## src/rtl/dtcm_port_arbiter.sv

```systemverilog
// Single-port DTCM SRAM arbiter merging the core load/store port and the AXI DTCM stream.
// Optional: define DTCM_ARB_STARVE_GUARD_EN to force AXI through after STARVE_LIMIT lost cycles.
module dtcm_port_arbiter #(
  parameter int unsigned RAM_AW       = 12,
  parameter int unsigned STARVE_LIMIT = 4
) (
  input  logic              ACLK,
  input  logic              ARESET,
  input  logic              core_dtcm_req,
  input  logic [31:0]       core_dtcm_addr,
  input  logic              core_dtcm_rd0_wr1,
  input  logic [3:0]        core_dtcm_byte_strobe,
  input  logic [31:0]       core_dtcm_write_data,
  output logic              core_dtcm_ready,
  output logic [31:0]       core_dtcm_read_data,
  output logic              core_dtcm_read_data_valid,
  input  logic              AXI_dtcm_access,
  input  logic [31:0]       AXI_tcm_addr,
  input  logic              AXI_tcm_rd0_wr1,
  input  logic [3:0]        AXI_tcm_byte_strobe,
  input  logic [31:0]       AXI_tcm_write_data,
  output logic [31:0]       AXI_dtcm_read_data,
  output logic              AXI_dtcm_read_data_valid,
  output logic              ram_cs,
  output logic [3:0]        ram_we,
  output logic [RAM_AW-1:0] ram_addr,
  output logic [31:0]       ram_wdata,
  input  logic [31:0]       ram_rdata
);

  typedef enum logic [1:0] {A_IDLE, A_PEND, A_ISSUE, A_DONE} a_state_t;

  a_state_t          state_q, state_d;
  logic [RAM_AW-1:0] hold_addr_q;
  logic              hold_wr_q;
  logic [3:0]        hold_strb_q;
  logic [31:0]       hold_wdata_q;
  logic [31:0]       axi_rdata_q;
  logic              core_rv_q;
  logic              axi_grant;
  logic              core_grant;

`ifdef DTCM_ARB_STARVE_GUARD_EN
  logic [3:0] starve_q;

  assign axi_grant = !ARESET && (state_q == A_PEND) &&
                     (!core_dtcm_req || (starve_q == 4'(STARVE_LIMIT)));

  always_ff @(posedge ACLK or posedge ARESET) begin
    if (ARESET)
      starve_q <= '0;
    else if ((state_q != A_PEND) || axi_grant)
      starve_q <= '0;
    else if (starve_q != 4'(STARVE_LIMIT))
      starve_q <= starve_q + 4'd1;
  end
`else
  logic [3:0] unused_starve_limit;
  assign unused_starve_limit = 4'(STARVE_LIMIT);
  assign axi_grant = !ARESET && (state_q == A_PEND) && !core_dtcm_req;
`endif

  // Grants are gated by reset so the SRAM and core handshake go quiet immediately.
  assign core_grant      = !ARESET && core_dtcm_req && !axi_grant;
  assign core_dtcm_ready = core_grant;

  always_comb begin
    state_d = state_q;
    case (state_q)
      A_IDLE:  if (AXI_dtcm_access) state_d = A_PEND;
      A_PEND:  if (axi_grant)       state_d = A_ISSUE;
      A_ISSUE:                      state_d = A_DONE;
      A_DONE:                       state_d = A_IDLE;
      default:                      state_d = A_IDLE;
    endcase
  end

  always_ff @(posedge ACLK or posedge ARESET) begin
    if (ARESET) begin
      state_q      <= A_IDLE;
      hold_addr_q  <= '0;
      hold_wr_q    <= 1'b0;
      hold_strb_q  <= '0;
      hold_wdata_q <= '0;
      axi_rdata_q  <= '0;
      core_rv_q    <= 1'b0;
    end else begin
      state_q   <= state_d;
      core_rv_q <= core_grant && !core_dtcm_rd0_wr1;
      if ((state_q == A_IDLE) && AXI_dtcm_access) begin
        hold_addr_q  <= AXI_tcm_addr[RAM_AW+1:2];
        hold_wr_q    <= AXI_tcm_rd0_wr1;
        hold_strb_q  <= AXI_tcm_byte_strobe;
        hold_wdata_q <= AXI_tcm_write_data;
      end
      if ((state_q == A_ISSUE) && !hold_wr_q)
        axi_rdata_q <= ram_rdata;
    end
  end

  // SRAM data arrives during A_ISSUE; bypass it so data lines up with the valid pulse.
  assign AXI_dtcm_read_data       = ((state_q == A_ISSUE) && !hold_wr_q) ? ram_rdata : axi_rdata_q;
  assign AXI_dtcm_read_data_valid = (state_q == A_ISSUE);
  assign core_dtcm_read_data       = ram_rdata;
  assign core_dtcm_read_data_valid = core_rv_q;

  always_comb begin
    ram_cs    = axi_grant || core_grant;
    ram_we    = '0;
    ram_addr  = '0;
    ram_wdata = '0;
    if (axi_grant) begin
      ram_addr  = hold_addr_q;
      ram_we    = hold_wr_q ? hold_strb_q : 4'h0;
      ram_wdata = hold_wdata_q;
    end else if (core_grant) begin
      ram_addr  = core_dtcm_addr[RAM_AW+1:2];
      ram_we    = core_dtcm_rd0_wr1 ? core_dtcm_byte_strobe : 4'h0;
      ram_wdata = core_dtcm_write_data;
    end
  end

  logic unused_addr_bits;
  assign unused_addr_bits = ^{core_dtcm_addr[31:RAM_AW+2], core_dtcm_addr[1:0],
                              AXI_tcm_addr[31:RAM_AW+2], AXI_tcm_addr[1:0]};

endmodule

```

## config.mk

```make
export PLATFORM = sky130hd
export DESIGN_NAME = dtcm_port_arbiter
export DESIGN_NICKNAME = d
export VERILOG_FILES = /design/src/rtl/dtcm_port_arbiter.sv
export SDC_FILE = /design/constraint.sdc
export NUM_CORES = 1
export LEC_CHECK = 0
export CORE_AREA = 2 2 111 113
export DETAILED_ROUTE_END_ITERATION = 7
export DIE_AREA = 0 0 113 115
export PLACE_DENSITY = 0.83
export SLEW_MARGIN = 20
export SYNTH_ARGS = -nofsm -noshare
export SYNTH_HDL_FRONTEND = slang
export SYNTH_SLANG_ARGS = --single-unit
```

## constraint.sdc

```tcl
create_clock -name ACLK -period 8.33 [get_ports ACLK]
set_clock_uncertainty 0.15 [all_clocks]
set_input_delay 2.499 -clock ACLK [delete_from_list [all_inputs] [get_ports ACLK]]
set_output_delay 2.499 -clock ACLK [all_outputs]
set_load 0.01 [all_outputs]
```

Yosys cells after proc, flatten, opt, wreduce, memory -nomap -nowiden
Index checks and enable logic that the tools add are counted.

Equal/unequal tests: 5. Mux-type cells: 12. Reduce and logical (&&, ||, !) cells: 15.

Operator list (count): two-way mux 32 bit (3); two-way mux 12 bit (2); two-way mux 4 bit (4); one-hot mux 2 bit (4 select lines) (1); logical AND 1 bit (7); logical NOT 1 bit (5); equality test 2 bit (second input constant) (2); two-way mux 2 bit (2); != test 2 bit (second input constant) (2); equality test 2 x 1 -> 1 bit (second input constant) (1); logical NOT 2 bit (1); AND reduction 2 bit (1); logical OR 1 bit (1).

Register bits after elaboration: 84. Bits of input ports: 174. Output and inout port bits: 116.

Longest topological paths before layout
Gate-level depths: netlist of the first run.

Depth in word-level cells: 7. Mapped depth: 6. Mapped depth without buffers: 5.

Least setup slack after synthesis of the first run
Ideal clock, no wire load.

Path type: input-to-output. Start point: input core_dtcm_req. End point: output ram_addr[10]. Arrival time: 3.191 ns. Data required time: 5.681 ns. Setup slack: 2.490 ns. Stages on the path: 4. Path buffers: 2. Cells stage by stage: nor2b_1 > buf_4 > buf_4 > a22o_1.

Cells in the longest elaborated chain, start to end: 6.

RTL lines: start: declaration (line 9) `input logic core_dtcm_req,`; logical NOT 1 bit (line 60) `assign axi_grant = !ARESET && (state_q == A_PEND) && !core_dtcm_req;`; logical AND 1 bit (line 60); logical NOT 1 bit (line 64) `assign core_grant = !ARESET && core_dtcm_req && !axi_grant;`; logical AND 1 bit (*) (line 64); via core_dtcm_ready (line 14) `output logic core_dtcm_ready,`; two-way mux 12 bit (*) (line 116) `end else if (core_grant) begin`; two-way mux 12 bit (*) (line 112) `if (axi_grant) begin`; end: declaration (line 26) `output logic [RAM_AW-1:0] ram_addr,`.

Mark *: on every way through the listed nets, which the timed path passes. The rest lies on a longest branch.

Worst setup path in the final report of the first run
Start point: input core_dtcm_req. End point: output ram_wdata[2].

Cells in the longest elaborated chain, start to end: 6.

RTL lines: logical NOT 1 bit (line 60); logical AND 1 bit (line 60); logical NOT 1 bit (line 64); logical AND 1 bit (line 64); two-way mux 32 bit (line 116); two-way mux 32 bit (*) (line 112); end: declaration (line 27) `output logic [31:0] ram_wdata,`.

Mark *: on every way between the ends. The rest lies on a longest branch, timed or not.

==> results.cfg, run 1 <==
[outcome]
outcome = complete, but fails checks
violations = DRC

[timing]
finalSetupTns_ps = 0
slew_headroom_pct = 52.0
grt_setup_unrepaired = false
min_period_ps = 7360
final-setup-viol-count = 0
finalCritPeriodShare_pct = 88.3
clock.fmax_mhz = 136
tightest_slew_ps = 720
hold_slack_ps = 345
finalHoldViolations = 0
finalMaxSlewViolations = 0

[clock_network]
numCtsBuffers = 9
path_clk_slew_ps = 50
cts.sinks = 84
cts_hold_buf = 0
htree_levels = 3
cts-root-buf = clkbuf_16
cts-resized-gates = 0
clock_path_buffers = 2
insertion_delay_ps = 320
postCtsSetupRepairBufs = 0
cts_tree = built

[global_routing]
grt_start_max_net_pins = 58
met1_usage_pct = 18.6
busiest_layer = met2
antenna_found_initial = 0
grt-ovfl-total = 0
grt_pass1_wl_um = 16800
grt_usage_pct = 16.4
met3_usage_pct = 4.43
grt_pass1_vias = 3499
grtUsageMet2_pct = 29.1

[place]
dpl.hpwl_um = 8210
place_congestion = 0.723
dp_cells = 634
port_buffers = 249

[finish]
final_cells = 648
syn_to_final_growth_pct = 62.3
drive_above_1_share_pct = 20.0
finish.net_count = 676
mostFrequentLayoutCells = clkdlybuf4s50_1, dfrtp_1, mux2_2
diodes = 0
final_common_cell = clkdlybuf4s50_1

[pwr]
power_density_nw_per_um2 = 303
p_leak_uw = 0.00285
irDropWorstVdd_mv = 0.163

[critical_path]
slowest_stage = clkdlybuf4s50_1
crit_fanout = 26
worst-setup-path-type = primary input to primary output
end_kind = primary output
worst-path-buf-inv = 3
cp_top_family = buffers and inverters
slowest_delay_ps = 570
crit_top_cell = clkdlybuf4s50_1
crit_chain = clkdlybuf4s50_1 -> nor2b_4 -> buf_4 -> a22o_1 -> clkdlybuf4s50_1
critPathLaunch = core_dtcm_req
reg2reg_from = state_q[0]
worstSetupStartpointType = primary input
arrival_ps = 4710
required_ps = 5680

[die]
die_height_um = 115
start_util_pct = 35.0
die_w_um = 113
dieArea_sq_um = 13000
rows = 40
core_sq_um = 11800
ioPinCount = 290

[synth]
yosys_warnings = 0
postSynthAreaPerCell_sq_um = 14.5
syn_nets = 463
netlist_area_sq_um = 4140
ys_types = 20
synth-edff-count = 0
synth_ff_type = dfrtp_1
ys_ff_latch = 84
async_flop_share_pct = 100
ys_seq_area_share_pct = 50.8
syn_inst = 285

[route]
route.detailed.drc = 18
dr.first_iter.drc_count = 154
drt-total-wl_um = 10800
first_pass_iters = 6
vias = 3114
routed_via_density = 4.81
ant_nets = 0
detail_route.wl_per_cell_um = 16.7

[hold_path]
worstHoldStart = axi_rdata_q[2]
worstHoldPathType = flop to flop

[job]
max_cap_violations = 0
-- cells by family after synthesis --
group,after synthesis,share of synthesized area [%]
multiplexers,83,25.3
adder cells (fa/ha/maj),4,1.21
AO/OA/AOI/OAI,50,10.5
buffers and inverters,55,10.7
flip-flops,84,50.8
AND/OR/NAND/NOR,9,1.45
-- layer usage --
metal  share of wire [%]  up-vias
met5                   0        -
met4                 2.0        0
met3                 9.5       14
met2                  50      160
met1                  39     1508
li1                    -     1432
-- registers in the layout, summed over array words and instances, names as in the netlist --
name                       count
hold_addr_q                   12
core_dtcm_read_data_valid      1
hold_wdata_q                  32
hold_wr_q                      1
axi_rdata_q                   32
hold_strb_q                    4
state_q                        2
-- worst reg2reg max path, stage by stage (launching register included) --
cell and delay [ps]:
dfrtp_1 350, inv_1 90, ha_1 280, nand2b_4 480
mux2_2 430
-- Yosys cell counts, types with 2 or more instances --
master | instances | area (sq um)
dfrtp_1 | 84 | 2100
mux2_2 | 49 | 552
a22o_1 | 44 | 385
buf_4 | 38 | 285
mux2_4 | 30 | 450
buf_2 | 5 | 25.0
buf_6 | 5 | 56.3
a32o_1 | 4 | 40.0
ha_1 | 4 | 50.1
inv_1 | 4 | 15.0
buf_12 | 3 | 60.1
mux2_1 | 3 | 33.8
nor2_1 | 3 | 11.3
nor2b_1 | 2 | 12.5
o21ai_0 | 2 | 10.0
-- stage by stage --
stage / utilization, % / setup WS, ps / total power [uW] / instance area [sq um]
after global routing: 56.8 / 815 / 2160 / 6710
after floorplan: - / 2490 / 1280 / 4140
after CTS: 56.8 / 960 / 2070 / 6710
after global placement: 54.5 / 1010 / 1640 / 6430
after detailed placement: 54.5 / 967 / 1680 / 6440
final: 56.8 / 974 / 2040 / 6710
-- area by class of cell --
class / count / area, sq um
clock buffers: 11 / 233
clock inverters: 3 / 40.0
fillers: 956 / 5100
inverters: 4 / 16.3
multi-input cells: 146 / 1610
flip-flops and latches: 84 / 2100
well taps: 147 / 184
repair buffers: 253 / 2520
-- worst paths after layout --
check                                  to  depth (start not counted)  slack, ps
setup / recovery             ram_wdata[2]                          5        970
hold / removal             axi_rdata_q[2]                          1        340
setup reg to reg           axi_rdata_q[0]                          4       6430
hold reg to reg            axi_rdata_q[2]                          1        340
max in group asynchronous  axi_rdata_q[5]                          3       4360
min in group asynchronous      state_q[0]                          2       2570
-- power by group --
| group | switching, uW | internal, uW | leakage (uW) |
|---|---|---|---|
| logic | 342 | 601 | 0.00172 |
| clock network | 150 | 228 | 0.000135 |
| registers | 96.5 | 619 | 0.000989 |
(Power assumes the default switching activity.)
==> inputs of run 2 (changes only) <==
Settings changed: SLEW_MARGIN 20 to default.
==> run 2 against run 1 <==
The run still ends with DRC left; utilization grew 0.14 points; highest routed layer unchanged; critical endpoint is now ram_wdata[3]; largest power group unchanged; die area unchanged; setup slack worse by 3.2 ps; non-clock buffer count unchanged.
==> results.cfg, run 2 (synthesized netlist as in run 1, its figures left out) <==
[clock_network]
numCtsBuffers = 9
cts.sinks = 84
cts_tree = built
htree_levels = 3
cts_hold_buf = 0
cts-resized-gates = 0
path_clk_slew_ps = 60
clock_path_buffers = 2
insertion_delay_ps = 320
cts-root-buf = clkbuf_16
postCtsSetupRepairBufs = 0

[die]
rows = 40
die_height_um = 115
start_util_pct = 35.0
die_w_um = 113
dieArea_sq_um = 13000
ioPinCount = 290
core_sq_um = 11800

[critical_path]
crit_fanout = 26
arrival_ps = 4710
required_ps = 5680
worst-setup-path-type = primary input to primary output
end_kind = primary output
worstSetupStartpointType = primary input

[timing]
final-setup-viol-count = 0
finalSetupTns_ps = 0
finalHoldViolations = 0
slew_headroom_pct = 23.2
finalMaxSlewViolations = 0
min_period_ps = 7360
clock.fmax_mhz = 136
finalCritPeriodShare_pct = 88.3
setup_slack_ps = 971
grt_setup_unrepaired = false
tightest_slew_ps = 1150

[outcome]
outcome = complete, but fails checks
violations = DRC

[finish]
final_common_cell = clkdlybuf4s50_1
diodes = 0
reg_top3 = axi_rdata_q (32), hold_wdata_q (32), hold_addr_q (12)
ff_latch_area_sq_um = 2100
syn_to_final_growth_pct = 62.7
drive_above_1_share_pct = 20.0
finish.net_count = 676
fillers = 946
final_cells = 647
mostFrequentLayoutCells = clkdlybuf4s50_1, dfrtp_1, mux2_2
multi_input_area_sq_um = 1610

[route]
vias = 3117
route.detailed.drc = 18
first_pass_iters = 6
ant_nets = 0
drt-total-wl_um = 10800
detail_route.wl_per_cell_um = 16.7
dr.first_iter.drc_count = 114
routed_via_density = 4.82

[global_routing]
grt-ovfl-total = 0
antenna_found_initial = 0
grt_pass1_vias = 3528
grt_start_max_net_pins = 58
grt_pass1_wl_um = 16800
grt_usage_pct = 16.3

[hold_path]
worstHoldPathType = flop to flop

[pwr]
power_density_nw_per_um2 = 307
netSwitchingFraction_pct = 28.5
p_seq_share_pct = 34.6
p_switching_uw = 588
p_comb_share_pct = 45.6
power.internal_uw = 1480
irDropWorstVdd_mv = 0.181
p_clk_share_pct = 19.7
p_leak_uw = 0.00285

[job]
max_cap_violations = 0

[place]
dp_cells = 634
dpl.hpwl_um = 8180
place_congestion = 0.723
place_ws_ps = 969
port_buffers = 249
-- run 2: path summary, 6_finish.rpt --
check	endpoint	cells after the start	from	slack [ps]
min reg2reg	axi_rdata_q[21]	1	axi_rdata_q[21]	340
max in group asynchronous	axi_rdata_q[2]	3	ARESET	4350
min in group asynchronous	state_q[0]	2	ARESET	2570
min	axi_rdata_q[21]	1	axi_rdata_q[21]	340
max reg2reg	hold_addr_q[10]	4	state_q[1]	6130
max	ram_wdata[3]	5	core_dtcm_req	970
-- run 2: per-layer routing --
layer | routed length [um] | vias up | share of wire [%] | global-route usage, %
met4 | 217 | 0 | 2.0 | 6.83
met2 | 5370 | 159 | 50 | 28.6
met5 | 0 | - | 0 | 0
met1 | 4220 | 1512 | 39 | 19.0
met3 | 1020 | 14 | 9.4 | 4.48
li1 | - | 1432 | - | -
-- run 2: stage by stage --
step	power (uW)	instance area (sq um)	utilization [%]	hold WS [ps]
after floorplan	1280	4140	-	315
after global placement	1640	6430	54.5	327
after detailed placement	1670	6430	54.5	329
after CTS	2090	6730	56.9	345
after global routing	2190	6730	56.9	357
final	2070	6730	56.9	344
-- run 2: worst max-delay path: stages --
cell and delay (ps):
clkdlybuf4s50_1 560, nor2b_4 560, buf_4 350, a22o_1 170, clkdlybuf4s50_1 570
-- run 2: power by group through the flow --
stage,Combinational (uW),Sequential (uW),Clock [uW]
after detailed placement,953,721,0
final,943,716,408
after CTS,959,718,418
after floorplan,591,685,0
after global placement,929,713,0
after global routing,1010,742,432
-- run 2: layout make-up --
cell class              count  area share, %
multi-input cells         146           23.9
inverters                   4          0.242
clock inverters             3          0.967
flip-flops and latches     84           31.3
clock buffers              10           3.40
well taps                 147           2.73
repair buffers            253           37.5
==> inputs of run 3 (changes only) <==
Settings changed: HOLD_SLACK_MARGIN from default to 0.15.
==> results of run 3 <==
No change in the layout: final DEF, timing and power equal those of run 2.
==> RTL change 1 (config.mk and constraints of run 3) <==
Build with the macro `DTCM_ARB_STARVE_GUARD_EN` defined.
--- a/src/rtl/dtcm_port_arbiter.sv
+++ b/src/rtl/dtcm_port_arbiter.sv
@@ -2,2 +2,4 @@
 // Optional: define DTCM_ARB_STARVE_GUARD_EN to force AXI through after STARVE_LIMIT lost cycles.
+`define DTCM_ARB_STARVE_GUARD_EN
+
 module dtcm_port_arbiter #(
Behaviour: not the same (Yosys sat finds a counterexample within 10 cycles, from zero or initial values and one cycle with ARESET high).
==> RTL change 1 against run 3 <==
The run still ends with design-rule violations left; sequential share of layout area is 0.32 points higher; core utilization is 2.1 points higher; routed wire length is 8.0% higher; design area is 3.7% higher; count of clock-buffer cells in the layout is 2 higher; die area stayed put; synthesized area is 2.8% higher; cell count is 4.9% higher; first-iteration DRC count is 8.8% lower; total power is 0.92% higher; largest cell class unchanged; setup slack better by 67 ps; fmax is 0.92% higher; sequential cell count is 4 higher.
==> RTL change 1: results (changes against run 3) <==
- Violated checks: design-rule violations
- Area occupied by multi-input gates: 0.001678 mm² (+4.4%)
- DRC: 16 (-2)
- Reg2Reg Depth: 5 (+1)
- Met3 wire length: 1.021 mm (about the same)
- Synthesized Nets: 491 (+6.0%)
- GPL Wtd Cong: 0.7696 (+6.4%)
- Inverters: 7 (+3)
- Vias in the first global route: 3,634 (+3.0%)
- Clk network pwr share: 21.0% (+1.3 points)
- Pwr Density: 299.0 mW/mm² (-2.7%)
- CP arrival: 4640 ps (-70 ps)
- Hold_sp: axi_rdata_q[14]
- Outcome: finished, violations left
- Grt met1 use: 19.34% (+0.37 points)
- Signal buffers share of area: 36.74% (-0.76 points)
- R2R Path End: hold_addr_q[3]
- Ranking of synthesized cells by area: dfrtp_1, mux2_2, a22o_2, buf_4, ha_1
- Met2 usage: 32.42% (+3.8 points)
- Non-clk bufs: 255 (+0.79%)
- Clk sinks: 88 (+4.8%)
- Post-synth top cells: dfrtp_1, mux2_2, a22o_2, buf_4
- Post-route met1 wirelength: 4.300 mm (+1.8%)
- Largest net degree at the start of global routing: 50 (-14%)
- #MultiIn Comb: 167 (+14%)
- Crit path max fanout: 40 (+54%)
## RTL change 1: cell types whose count changed after synthesis, sizes merged, moves of 2 or more
cell	run 3	this run
clkbuf	0	7
nand2	1	5
nor2	3	7
buf	51	43
a21oi	0	3
nand3b	0	2
inv	4	7
dfrtp	84	88
## RTL change 1: through the flow
step	cell area [µm²]	instances	util, %	setup slack, ps
finish	6975	679	59.06	1038
global route	6975	679	59.06	923.8
CTS	6975	679	59.06	990.8
detailed placement	6654	664	56.33	995.0
global placement	6654	664	56.33	1009
floorplan	4250	312	-	411.1
## RTL change 1: worst max-delay path: stages
cell and delay [ps]:
clkdlybuf4s50_1 600, o211a_1 510, buf_12 270, a22o_2 160
clkdlybuf4s50_1 580
## RTL change 1: logic make-up after synthesis
group                      count (synthesis)  share of synthesized area (%)
and+or+nand+nor                           21                          2.767
AOI/OAI and AO/OA                         58                          13.28
adders and majority gates                  5                          1.472
xor gates and xnor gates                   1                         0.2061
muxes                                     82                          21.70
buffers and inverters                     57                          8.773
DFF                                       88                          51.81
==> RTL change 2 (settings of run 3) <==
Made on the original files. Re-encode `a_state_t` (4 states) as one-hot, 4 bits wide.
--- a/src/rtl/dtcm_port_arbiter.sv
+++ b/src/rtl/dtcm_port_arbiter.sv
@@ -30,3 +30,3 @@
 
-  typedef enum logic [1:0] {A_IDLE, A_PEND, A_ISSUE, A_DONE} a_state_t;
+  typedef enum logic [3:0] {A_IDLE = 4'b0001, A_PEND = 4'b0010, A_ISSUE = 4'b0100, A_DONE = 4'b1000} a_state_t;
 
Check against the original RTL: same outputs for any inputs over 10 cycles, from zero or initial values and one cycle with ARESET high; not proved beyond that.
==> RTL change 2 against run 3 <==
Cell count rose by 0.15%; synthesized area shrank 3.4%; sequential cell count grew 2; the run still ends with design-rule violations left; routed wire length rose by 0.13%; fmax rose by 2.0%; design area is 0.56% lower; sequential power fell by 2%; largest cell class unchanged; setup slack gained 150 ps; total power decreased by 18%; core utilization fell by 0.32 points; via count fell by 0.48%; critical path type unchanged.
==> RTL change 2: results (changes against run 3) <==
- Post-synthesis xor/xnor area fraction: 0.2192% (+0.22 points)
- Gr usage total: 16.48% (+0.15 points)
- GPL Wtd Cong: 0.6840 (-5.4%)
- Seq/Total Area, Yosys: 53.90% (+3.1 points)
- Adder-cell area share of the yosys netlist: 0% (-1.2 points)
- Violated checks: design-rule violations
- Pre-CTS setup slack: 1120 ps (+150.3 ps)
- R2R Setup Slk: 6040 ps (-90 ps)
- R2R Path End: axi_rdata_q[11]
- CP arrival: 4560 ps (-150 ps)
- Synthesized Nets: 458 (-1.1%)
- Placed Instances: 632 (-0.32%)
- Leak: 2.774 nW (-2.7%)
- DRC: 19 (+1)
- Initial antenna violation count: 0 (unchanged)
- Hold Crit Endpoint: axi_rdata_q[19]
- CTS HTree Levels: 3 (unchanged)
- Via density per instance: 4.787 (-0.63%)
- Compound-Gate Fraction of Synth Area: 10.93% (+0.40 points)
- Mux cell area share after synthesis: 22.83% (-2.5 points)
- Grt met1 use: 19.47% (+0.50 points)
- Layout cells sized above 1: 8.782% (-11 points)
- First-pass GRT wire length: 16.75 mm (-0.53%)
- Vias in the first global route: 3,290 (-6.7%)
- Fin cells: 648 (+0.15%)
- Post-synth top cells: dfrtp_1, mux2_1, a22o_1, buf_4, mux2_2
- Peak VDD IR: 126.5 µV (-30%)
- Crit path max fanout: 21 (-19%)
- DRT iter0 DRCs: 106 (-7.0%)
- Met2 usage: 28.42% (-0.16 points)
- Port bufs: 249 (unchanged)
- Max_slew headroom: 38.88% (+16 points)
- # diodes: 0 (unchanged)
- Hold_sp: axi_rdata_q[19]
- Reg2Reg Depth: 3 (-1)
- Fin Hold WS: 330.8 ps (-13.41 ps)
- Met3 Use GR: 4.744% (+0.26 points)
- Final WL: 10.85 mm (+0.13%)
- CTS Buf Count: 9 (unchanged)
- Syn Inst Count: 284 (-0.35%)
- Ranking of synthesized cells by area: dfrtp_1, mux2_1, a22o_1, buf_4, mux2_2
- Largest net degree at the start of global routing: 51 (-12%)
- Fin nets: 670 (-0.89%)
- Outcome: finished, violations left
- YS warnings: 0 (unchanged)
- First-pass detailed-route iteration total: 8 (+2)
- DP HPWL: 8.234 mm (+0.66%)
- Synth cell types: 25 (+25%)
-- RTL change 2: worst max-delay path by stage --
stage | slack, ps | cells after the start | endpoint
after floorplan | 2230 | 4 | ram_addr[0]
after global placement | 1160 | 5 | ram_we[0]
after detailed placement | 1120 | 5 | ram_we[2]
after CTS | 1110 | 5 | ram_we[2]
after global routing | 990 | 5 | ram_we[2]
final | 1120 | 5 | ram_we[2]
-- RTL change 2: layer usage --
layer,share of wire [%],vias to the layer above
li1,-,1435
met1,40,1494
met2,50,159
met3,9.0,14
met4,1.7,0
met5,0,-
-- RTL change 2: cell type report --
type / instances / area [µm²]
Timing Repair Buffer: 253 / 2547
Fill cell: 983 / 5122
Clock buffer: 12 / 246.5
Multi-Input combinational cell: 145 / 1483
Inverter: 1 / 5.005
Clock inverter: 4 / 70.07
Sequential cell: 86 / 2153
Tap cell: 147 / 183.9
-- RTL change 2: power breakdown --
group | total (mW) | internal (mW) | leakage [nW] | switching (mW)
Clock | 0.421 | 0.270 | 0.157 | 0.152
Sequential | 0.700 | 0.607 | 1.07 | 0.0934
Combinational | 0.580 | 0.354 | 1.55 | 0.226
Total | 1.70 | 1.23 | 2.77 | 0.471
-- RTL change 2: kinds of logic (layout without fill, tap and decap cells) --
logic type	count (synthesis)	in the layout
DFF	86	86
muxes	81	81
buffers and inverters	53	270
AOI/OAI and AO/OA	50	50
and+or+nand+nor	13	13
xor gates and xnor gates	1	1
-- RTL change 2: critical path: stages --
cell	delay [ps]
clkdlybuf4s50_1	550
nor2b_4	510
and2_1	310
a32o_1	160
clkdlybuf4s50_1	530
-- RTL change 2: metrics by stage --
stage / instance area (µm²) / total power [mW]
2_1_floorplan: 3995 / 0.9876
3_3_place_gp: 6372 / 1.265
3_5_place_dp: 6372 / 1.298
4_1_cts: 6689 / 1.730
5_1_grt: 6689 / 1.800
6_report: 6689 / 1.702
